### config.mk
export PLATFORM = sky130hd
export DESIGN_NAME = add_seq
export DESIGN_NICKNAME = d
export VERILOG_FILES = /design/src/rtl/add_seq.sv
export SDC_FILE = /design/constraint.sdc
export NUM_CORES = 1
export LEC_CHECK = 0
export CORE_MARGIN = 5
export CORE_UTILIZATION = 60
export DETAILED_ROUTE_END_ITERATION = 6
export DONT_BUFFER_PORTS = 1
export PLACE_DENSITY = 0.76
export SLEW_MARGIN = 20
export SYNTH_ARGS = -nofsm -noshare
export SYNTH_HDL_FRONTEND = slang
export SYNTH_SLANG_ARGS = --single-unit
### constraint.sdc
create_clock -name clk -period 3.5 [get_ports clk]
set_input_delay 0.175 -clock clk [delete_from_list [all_inputs] [get_ports clk]]
set_output_delay 0.175 -clock clk [all_outputs]
set_load 0.01 [all_outputs]
### src/rtl/add_seq.sv
// add_seq: operand sequencer in front of the combinational Add block.
// Operand pairs are queued in a small FIFO, driven onto add_a/add_b for a
// fixed settle window, and the resulting add_sum is captured into a
// registered, handshaked result port.
//
// Handshakes: a transfer happens on a rising edge where valid && ready;
// valid, once high, holds its payload stable until that transfer, and
// ready never depends combinationally on valid.
//
// Optional feature: define ADD_SEQ_OVF_EN to add the out_ovf port. It
// carries the signed-overflow flag, captured together with out_sum.
module add_seq #(
    parameter int WIDTH  = 32,
    parameter int DEPTH  = 4,
    parameter int SETTLE = 2
) (
    input  logic             clk,
    input  logic             rst_n,
    input  logic             in_valid,
    output logic             in_ready,
    input  logic [WIDTH-1:0] in_a,
    input  logic [WIDTH-1:0] in_b,
    output logic [WIDTH-1:0] add_a,
    output logic [WIDTH-1:0] add_b,
    input  logic [WIDTH-1:0] add_sum,
    output logic             out_valid,
    input  logic             out_ready,
    output logic [WIDTH-1:0] out_sum,
    output logic             busy,
`ifdef ADD_SEQ_OVF_EN
    output logic             out_ovf,
`endif
    output logic [1:0]       dbg_state
);

    localparam int PW = $clog2(DEPTH);
    localparam int CW = PW + 1;
    localparam int NW = $clog2(SETTLE + 1);

    typedef enum logic [1:0] {
        S_IDLE   = 2'd0,
        S_SETTLE = 2'd1,
        S_HOLD   = 2'd2
    } state_t;

    state_t state, state_nxt;

    logic [WIDTH-1:0] mem_a [DEPTH];
    logic [WIDTH-1:0] mem_b [DEPTH];
    logic [PW-1:0]    wr_ptr, rd_ptr;
    logic [CW-1:0]    count;
    logic [NW-1:0]    cnt;
    logic             full, empty, push, pop, capture;

    assign full      = (count == CW'(DEPTH));
    assign empty     = (count == '0);
    assign in_ready  = !full;
    assign push      = in_valid && !full;
    assign busy      = (state != S_IDLE) || !empty;
    assign dbg_state = state;

    // FSM state register.
    always_ff @(posedge clk or negedge rst_n) begin
        if (!rst_n) state <= S_IDLE;
        else        state <= state_nxt;
    end

    // Next state plus pop/capture strobes. A pop is only taken from the
    // registered FIFO contents, so a push into an empty FIFO pops one edge later.
    always_comb begin
        state_nxt = state;
        pop       = 1'b0;
        capture   = 1'b0;
        case (state)
            S_IDLE: begin
                if (!empty) begin
                    pop       = 1'b1;
                    state_nxt = S_SETTLE;
                end
            end
            S_SETTLE: begin
                if (cnt == NW'(1)) begin
                    capture   = 1'b1;
                    state_nxt = S_HOLD;
                end
            end
            S_HOLD: begin
                if (out_ready) begin
                    if (!empty) begin
                        pop       = 1'b1;
                        state_nxt = S_SETTLE;
                    end else begin
                        state_nxt = S_IDLE;
                    end
                end
            end
            default: state_nxt = S_IDLE;
        endcase
    end

    // FIFO pointers and occupancy; pointers wrap naturally at DEPTH.
    always_ff @(posedge clk or negedge rst_n) begin
        if (!rst_n) begin
            wr_ptr <= '0;
            rd_ptr <= '0;
            count  <= '0;
        end else begin
            if (push) wr_ptr <= wr_ptr + PW'(1);
            if (pop)  rd_ptr <= rd_ptr + PW'(1);
            case ({push, pop})
                2'b10:   count <= count + CW'(1);
                2'b01:   count <= count - CW'(1);
                default: count <= count;
            endcase
        end
    end

    // FIFO storage; contents are don't-care until written, so no reset.
    always_ff @(posedge clk) begin
        if (push) begin
            mem_a[wr_ptr] <= in_a;
            mem_b[wr_ptr] <= in_b;
        end
    end

    // Operand registers change only on a pop, keeping Add's inputs stable.
    always_ff @(posedge clk or negedge rst_n) begin
        if (!rst_n) begin
            add_a <= '0;
            add_b <= '0;
        end else if (pop) begin
            add_a <= mem_a[rd_ptr];
            add_b <= mem_b[rd_ptr];
        end
    end

    // Settle counter: loaded on pop, counts down while settling.
    always_ff @(posedge clk or negedge rst_n) begin
        if (!rst_n)                 cnt <= '0;
        else if (pop)               cnt <= NW'(SETTLE);
        else if (state == S_SETTLE) cnt <= cnt - NW'(1);
    end

    // Result register: capture at end of settle, release on handshake.
    always_ff @(posedge clk or negedge rst_n) begin
        if (!rst_n) begin
            out_sum   <= '0;
            out_valid <= 1'b0;
        end else if (capture) begin
            out_sum   <= add_sum;
            out_valid <= 1'b1;
        end else if (state == S_HOLD && out_ready) begin
            out_valid <= 1'b0;
        end
    end

`ifdef ADD_SEQ_OVF_EN
    // Signed overflow: like-signed operands giving a differently-signed sum.
    always_ff @(posedge clk or negedge rst_n) begin
        if (!rst_n)       out_ovf <= 1'b0;
        else if (capture) out_ovf <= (add_a[WIDTH-1] == add_b[WIDTH-1]) &&
                                     (add_sum[WIDTH-1] != add_a[WIDTH-1]);
    end
`endif

endmodule

# == After elaboration in Yosys (flattened, before gate mapping) ==
# Memories as Yosys holds them, arrays and structs flattened. A register that Yosys moved wholly into a read port is not among the register bits.
# Cells that the tools add are included.
# word_totals
wordCells,54
ramBits,256
output_inout_bits,101
mem_count,2
register_bits,44
# op_classes
addsub,5
n_reduce_logical,14
muxes,17
eq_ne,9
# memory_table
memory,depth,width,rd,rd_clocked_by_memory_dff,write_ports,line,source
mem_a,4,32,1,1,1,48,logic [WIDTH-1:0] mem_a [DEPTH];
mem_b,4,32,1,1,1,49,logic [WIDTH-1:0] mem_b [DEPTH];
# op_table
operator,n
$mux 2,5
$mux 1,9
$reduce_bool 2->1,4
$eq 2x1->1 const B,3
$ne 2x2->1 const B,3
$pmux 2 s3,1
$pmux 3 s2,1
$add 2x1->2 const B,2
$eq 2x2->1 const B,2
$logic_not 1->1,4
$add 3x1->3 const B,1
$eq 3x3->1 const B,1
$logic_not 3->1,1
$reduce_and 3->1,1
$sub 3x1->3 const B,1
$logic_and 1x1->1,2
$logic_not 2->1,1
$pmux 1 s2,1
$sub 2x1->2 const B,1
$logic_or 1x1->1,1

# == Longest topological paths before layout ==
# Gate-level depths: netlist (run 1).
# depth
word_depth,6
ltp_mapped,8
mapped_depth_nobuf,8

# == Worst setup path after synthesis (run 1) ==
# No wires, ideal clock.
# synth_path
path_type,flip-flop to flip-flop
from,register count[2]
to,"memory mem_a[0][0], enable pin"
setup_slack_ns,0.822
setup_time_ns,0.429
arrival_ns,2.248
path_stages_with_launch,3
path_buffers,0
synth_period_minus_slack_ns,2.678
cell_sequence,dfrtp_1 or3b_1 and3_1
# synth_between
elab_chain_cells,5
# synth_rtl
item,line,source
from (decl),51,logic [CW-1:0] count;
from (signal assigned),111,2'b10: count <= count + CW'(1);
from (signal assigned),112,2'b01: count <= count - CW'(1);
from (signal assigned),113,default: count <= count;
$eq 3x3->1,55,assign full = (count == CW'(DEPTH));
$logic_not 1->1,n/a,
via in_ready,20,"output logic in_ready,"
$logic_and 1x1->1,58,assign push = in_valid && !full;
$mux 1,120,if (push) begin
$mux 1 (implied by the code),121,mem_a[wr_ptr] <= in_a;
to (decl),48,
# The timed path passes the listed nets, and every way through them passes these cells.

==> results.md, run 1 <==
* Status: finished clean
* Crit path capture type: flop
* Sequential-to-total area share from yosys stat at 77.4%
* WL/cell at between 20 and 25 µm
* Share of the synthesized area in the top cell type at between 50% and 60%
* GRT Util Overall at roughly a fifth
* Area leader, netlist: edfxtp_1
* Finish-stage setup viols at 0
* Final WL at roughly 25 mm
* Max-slew headroom at around 30%
* Die H at roughly 160 µm
* Post-CTS sizing at 0
* Ys async rst share at between 20% and 30%
* Final min period at roughly 2.3 ns
* R2r startpoint: rd_ptr[0]
* IO buf count at 0
* Layout overhead on the synthesized area at 18.3%
* CTS clk-pin slew, worst paths at 0.06 ns
* Commonest cells after routing, fill and taps aside: 256 x edfxtp_1, 106 x dfrtp_1, 99 x dlygate4sd3_1
* Fin crit share at approximately 67%
* Synthesized area at roughly 0.013 mm²
* Cells after Synth at ~590
* Hold depth at 3
* Number of global-route vias before repair at approximately 6700
* Clk_skew at 0.0117 ns
* Syn_nets at between 700 and 800
* Root buf cell: clkbuf_16
* H-tree levels at 2
* Max Cap Violations at 0
* HP Start: out_ready
* DR iter-0 viols at roughly 310
* F_max at between 400 and 500 MHz
* Ranking of synthesized cells by area: edfxtp_1 57%, dfrtp_1 20%, mux4_2 11%, mux2_2 8.2%, ha_1 0.56%
* Leading cell type in the layout, fill and taps excluded: edfxtp_1
* CTS max path bufs at 3
* Total Power at about 14 mW
* # rows at 54
* Setup bufs post-CTS at 0
* Final nets at 820
* 1st-pass router iterations at 6
* GP Congestion at around 0.72
* Post-synth EDFFs at ~260
* Final worst slack at around 1.2 ns
* Area of the die at 0.0255 mm²
* Post-route ant nets at 0
* Worst EP required at 3.88 ns
* Slew @ Worst Pin at approximately 1.0 ns
* Setup_tns at 0 ns
* Detailed-route DRC error count at 0
* R2R depth at 3
* Crit path launch: rd_ptr[0]
* Power Dens Cells at around 890 mW/mm²
* Setup crit start kind: flop
* Core box area at ~0.022 mm²
* Final count of pins violating max slew at 0
* Initial Util at 61.1%
* Syn_area_per_cell at about 23 µm²
* Final Core Density at a little over 70%
* Worst VDD drop at 0.633 mV
* Netlist cell types at 29
* Largest net degree at the start of global routing at roughly 110
* Top_reg_cell synth: edfxtp_1
* Placement Setup Slack at roughly 1.1 ns
* Crit Path Max Fanout at 40
* First-pass GRT wire length at approximately 40 mm
* I/O Pins at ~200
* Die X at approximately 160 µm
* Clock sinks at around 360
* Worst-Skew Late Latency at 0.50 ns
* Detailed Place HPWL at about 13 mm
* Seq cells post-synth at ~360
* Gr ovfl total at 0
* Worst hold margin at roughly 0.18 ns
* Unrepaired setup endpoints after global routing: no
* Fin. Hold Viols at 0
* Vias at between 6000 and 7000
* Vias per std cell at between 5 and 6
* Kind of path behind the tightest hold check: in -> reg
* Fraction of layout cells with a size suffix above 1 at 30.0%
* CP arrival at approximately 2.7 ns
* Initial antenna violation count at 3
* CTS tree: built
* Num CTS Buffers at 36
* Leakage at 5.58 nW
* WS Path Type: reg -> reg
* Ys Warns at 0
==> power by group <==
group          switching (mW)  internal, mW
clock                    1.47          2.31
combinational            1.33          1.85
sequential               1.26          5.99
==> state kept, by name, summed over array words and instances, names as in the netlist <==
register and count:
count 3, mem_a 128, rd_ptr 2, cnt 2
mem_b 128, out_valid 1, dbg_state 2, add_a 32
add_b 32, out_sum 32, wr_ptr 2
==> metal layers <==
layer | up-vias | share of wire, % | GRT usage, %
li1 | 2618 | - | -
met1 | 3170 | 38 | 25.3
met2 | 227 | 53 | 35.9
met3 | 40 | 7.9 | 6.58
met4 | 0 | 2.0 | 5.88
met5 | - | 0 | 0
==> cells in the mapped netlist, types with 4 or more instances <==
cell,instances
buf_2,10
edfxtp_1,256
buf_6,6
ha_1,6
dfrtp_1,108
clkbuf_1,6
mux2_2,98
inv_1,5
and3_1,4
mux4_2,64
nor2_1,4
==> worst max-delay path, cell delays in order, from the launching register on <==
cell and delay, ns:
dfrtp_4 0.97, buf_4 0.40, mux4_2 0.55, mux2_2 0.28
==> cell families after synthesis <==
family	synth area share, %
buffers and inverters	1.30
AOI/OAI and AO/OA	0.354
and+or+nand+nor	0.876
xor gates and xnor gates	0.392
muxes	19.0
adders and majority gates	0.708
DFF	77.4
==> path summary, 6_finish.rpt <==
path / to / slack, ns
hold / removal: cnt[0] / 0.18
max in group asynchronous: rd_ptr[1] / 2.68
hold reg to reg: count[2] / 0.52
setup reg to reg: add_b[4] / 1.17
min in group asynchronous: add_a[11] / 0.36
setup / recovery: add_b[4] / 1.17
==> per-stage QoR <==
step	instance area (µm²)	std cells
detailed placement	13700	855
global route	15900	1022
finish	15900	1022
floorplan	13400	594
global placement	13700	855
CTS	15900	1019
==> final cells by class <==
cell class | instances | area (µm²)
flip-flops and latches | 364 | 10400
fillers | 1238 | 6080
multi-input cells | 201 | 2880
repair buffers | 105 | 1060
clock buffers | 48 | 967
well taps | 280 | 350
clock inverters | 16 | 195
inverters | 5 | 18.8
diodes | 3 | 7.51
==> repair_timing <==
action                                  4_1_cts  5_1_grt
endpoints found under the hold margin       400        0
endpoints found under the setup margin        0        0
hold buffers                                100        0
Note: power is estimated with default switching activity, not from simulation.
==> inputs of run 2 (changes only) <==
- ABC_AREA: default -> 1
- clock period: 3.5 -> 2.3 ns (I/O delays scaled with it)
==> results.md, run 2 <==
* Crit Path Max Fanout at 5 (was 40)
* Die H at 168 µm (was 160 µm)
* GRT Util Overall at 22.8% (was 20.7%)
* Final min period at 1.99 ns (was 2.33 ns)
* Final nets at 1690 (was 820)
* Failing checks: negative hold slack
* Root buf cell: clkbuf_16 (unchanged)
* Top_reg_cell synth: edfxtp_1 (unchanged)
* GP Congestion at 0.752 (was 0.717)
* Number of global-route vias before repair at 10200 (was 6749)
* Clk_skew at 0.0138 ns (was 0.0117 ns)
* Combinational power share at 29.2% (was 22.3%)
* Vias per std cell at 5.15 (was 5.92)
* CP arrival at 2.37 ns (was 2.71 ns)
* WS Path Type: reg -> reg (unchanged)
* Switching portion of total power at 36.0% (was 28.6%)
* CTS clk-pin slew, worst paths at 0.06 ns (about the same)
* Status: complete, but fails checks (was finished clean)
* Netlist cell types at 23 (was 29)
* CP Buf/Inv Count at 1 (unchanged)
* Max Cap Violations at 0 (unchanged)
* Area leader, netlist: edfxtp_1 (unchanged)
* CTS tree: built (unchanged)
* Clock sinks at 364 (unchanged)
* Fin crit share at 86.4% (was 66.6%)
* DR iter-0 viols at 754 (was 305)
* IO buf count at 0 (unchanged)
* Slew @ Worst Pin at 0.908 ns (was 1.05 ns)
* R2R depth at 8 (was 3)
* # rows at 58 (was 54)
* Area of the multi-input gates at 0.00331 mm² (was 0.00288 mm²)
* Setup_tns at 0 ns (unchanged)
* Setup crit start kind: flop (unchanged)
* Internal Pwr Total at 14.8 mW (was 10.1 mW)
* Ys Warns at 0 (unchanged)
* Cells after Synth at 1490 (was 594)
* F_max at 503 MHz (was 429 MHz)
* Vias at 10000 (was 6055)
* Post-synth EDFFs at 256 (unchanged)
* Ranking of synthesized cells by area: edfxtp_1 51%, dfrtp_1 18%, nand2_1 15%, inv_1 6.7%, nand3_1 5.5% (was edfxtp_1 57%, dfrtp_1 20%, mux4_2 11%, mux2_2 8.2%, ha_1 0.56%)
* Power Dens Cells at 1310 mW/mm² (was 894 mW/mm²)
* Clock Power Share at 26.1% (was 26.6%)
* Finish-stage setup viols at 0 (unchanged)
* First-pass GRT wire length at 52.1 mm (was 40.4 mm)
* Initial Util at 60.4% (was 61.1%)
* Syn_area_per_cell at 10.1 µm² (was 22.6 µm²)
* Detailed Place HPWL at 17.6 mm (was 13.2 mm)
* Fill count at 1682 (was 1238)
* Total Power at 23.2 mW (was 14.2 mW)
* Hold buffer count at CTS at 98 (was 100)
* Share of the synthesized area in the top cell type at 51.0% (was 57.3%)
* Worst reg2reg setup slack at 0.31 ns (was 1.17 ns)
* Placement Setup Slack at 0.316 ns (was 1.13 ns)
* Num CTS Buffers at 37 (was 36)
* Largest net degree at the start of global routing at 131 (was 109)
* Crit path capture type: flop (unchanged)
* Worst VDD drop at 0.860 mV (was 0.633 mV)
* Storage cell area at 0.0104 mm² (about the same)
* CTS max path bufs at 3 (unchanged)
* Leakage at 8.32 nW (was 5.58 nW)
* Worst reg2reg endpoint: count[2] (was add_b[4])
* Sequential-to-total area share from yosys stat at 69.0% (was 77.4%)
* Gr ovfl total at 0 (unchanged)
* Fraction of layout cells with a size suffix above 1 at 5.65% (was 30.0%)
* Seq cells post-synth at 364 (unchanged)
* Layout overhead on the synthesized area at 17.2% (was 18.3%)
* WL/cell at 16.6 µm (was 24.9 µm)
* Worst EP required at 2.69 ns (was 3.88 ns)
* Worst-Skew Late Latency at 0.51 ns (was 0.50 ns)
* R2r startpoint: dbg_state[1] (was rd_ptr[0])
* Delay-heaviest family, CP: adder cells (was flip-flops)
* Registers with the most flip-flops: mem_a (128), mem_b (128) (unchanged)
* Initial antenna violation count at 4 (was 3)
* Final count of pins violating max slew at 0 (unchanged)
* Post-CTS sizing at 0 (unchanged)
* Most common cell in the synthesized netlist: nand2_1 (was edfxtp_1)
* Kind of path behind the tightest hold check: in -> async (was in -> reg)
* Leading cell type in the layout, fill and taps excluded: nand2_1 (was edfxtp_1)
* Switching power at 8.33 mW (was 4.06 mW)
* Seq pwr share at 44.6% (was 51.1%)
* Worst hold margin at -0.703 ns (was 0.184 ns)
* Syn_nets at 1597 (was 701)
* Core box area at 0.0250 mm² (was 0.0220 mm²)
* Cell breakdown of the critical path: inv_2 -> o21ai_1 -> nor2_4 -> ha_1 -> fa_1 -> nand2_1 -> nand3b_1 -> xor2_1 (was buf_4 -> mux4_2 -> mux2_2)
* Final worst slack at 0.313 ns (was 1.17 ns)
* Post-route ant nets at 0 (unchanged)
* Commonest cells after routing, fill and taps aside: 591 x nand2_1, 270 x inv_1, 256 x edfxtp_1 (was 256 x edfxtp_1, 106 x dfrtp_1, 99 x dlygate4sd3_1)
* Slowest Stage Delay on Critical Path at 0.54 ns (was 0.97 ns)
* Area of the die at 0.0284 mm² (was 0.0255 mm²)
* Slowest CP cell: dfrtp_1 (was dfrtp_4)
* Final WL at 32.2 mm (was 25.5 mm)
* Post-synth top cells: 592 x nand2_1, 270 x inv_1, 256 x edfxtp_1 (was 256 x edfxtp_1, 108 x dfrtp_1, 98 x mux2_2)
* Number of stages on the worst setup path at 8 (was 3)
* H-tree levels at 2 (unchanged)
* 1st-pass router iterations at 5 (was 6)
* Die X at 168 µm (was 160 µm)
* Final Core Density at 70.7% (was 72.3%)
* Ys async rst share at 29.7% (unchanged)
* Unrepaired setup endpoints after global routing: no (unchanged)
* Synthesized area at 0.0151 mm² (was 0.0134 mm²)
* Fin. Hold Viols at 108 (was 0)
* Detailed-route DRC error count at 0 (unchanged)
* Max-slew headroom at 39.5% (was 30.2%)
* I/O Pins at 201 (unchanged)
-- run 2: changes by cell type in the layout (fill, tap and decap cells not counted), sizes merged, moves of 2 or more --
cell,before,now
o21ai,1,6
buf,6,22
nand2,3,592
and3,4,0
clkbuf,48,52
inv,5,276
mux4,64,0
nor2,4,7
mux2,98,0
nor3,2,0
nand3,0,165
-- run 2: cell families after synthesis --
logic type	Yosys count	share of synthesized area [%]
AOI/OAI and AO/OA	8	0.266
adders and majority gates	7	0.631
xor gates and xnor gates	4	0.233
DFF	364	69.0
buffers and inverters	341	9.35
and+or+nand+nor	766	20.6
-- run 2: cell type report --
cell class | count | share of cell area, %
inverters | 275 | 5.86
diodes | 3 | 0.0425
clock buffers | 52 | 6.10
repair buffers | 120 | 7.06
clock inverters | 15 | 0.985
well taps | 330 | 2.34
multi-input cells | 785 | 18.7
flip-flops and latches | 364 | 58.9
-- run 2: per-layer routing --
layer  vias up  wire length [µm]  global-route usage [%]  share of wire [%]
li1       4823                 -                       -                  -
met1      4766             12900                    28.8                 40
met2       359             16200                    39.9                 50
met3        53              2440                    5.00                7.6
met4         2               672                    7.06                2.1
met5         -                13                       0              0.040
-- run 2: worst max path at each step --
| stage | startpoint | to | slack, ns |
|---|---|---|---|
| 5_1_grt | dbg_state[1] | count[2] | 0.24 |
| 2_1_floorplan | count[0] | mem_a[0][0] | -0.64 |
| 3_3_place_gp | dbg_state[1] | count[2] | 0.39 |
| 3_5_place_dp | dbg_state[1] | count[2] | 0.32 |
| 6_report | dbg_state[1] | count[2] | 0.31 |
| 4_1_cts | dbg_state[1] | count[2] | 0.29 |
-- run 2: repair_timing --
action | in CTS | in global routing
hold endpoints to repair | 401 | 108
setup endpoints to repair | 0 | 0
setup buffers | 0 | 0
-- run 2: power by group through the flow --
stage	clock network [mW]	logic [mW]	registers [mW]
after global placement	0	6.36	10.4
after detailed placement	0	6.59	10.5
final	6.06	6.78	10.3
after floorplan	0	5.02	10.2
after global routing	6.46	7.77	10.5
after CTS	6.15	6.83	10.4
-- run 2: per-stage QoR --
stage | cell area [µm²] | std cells | hold slack, ns
floorplan | 15100 | 1490 | -0.181
global placement | 15400 | 1776 | -0.177
detailed placement | 15400 | 1776 | -0.177
CTS | 17600 | 1941 | -0.721
global route | 17700 | 1944 | -0.732
finish | 17700 | 1944 | -0.703
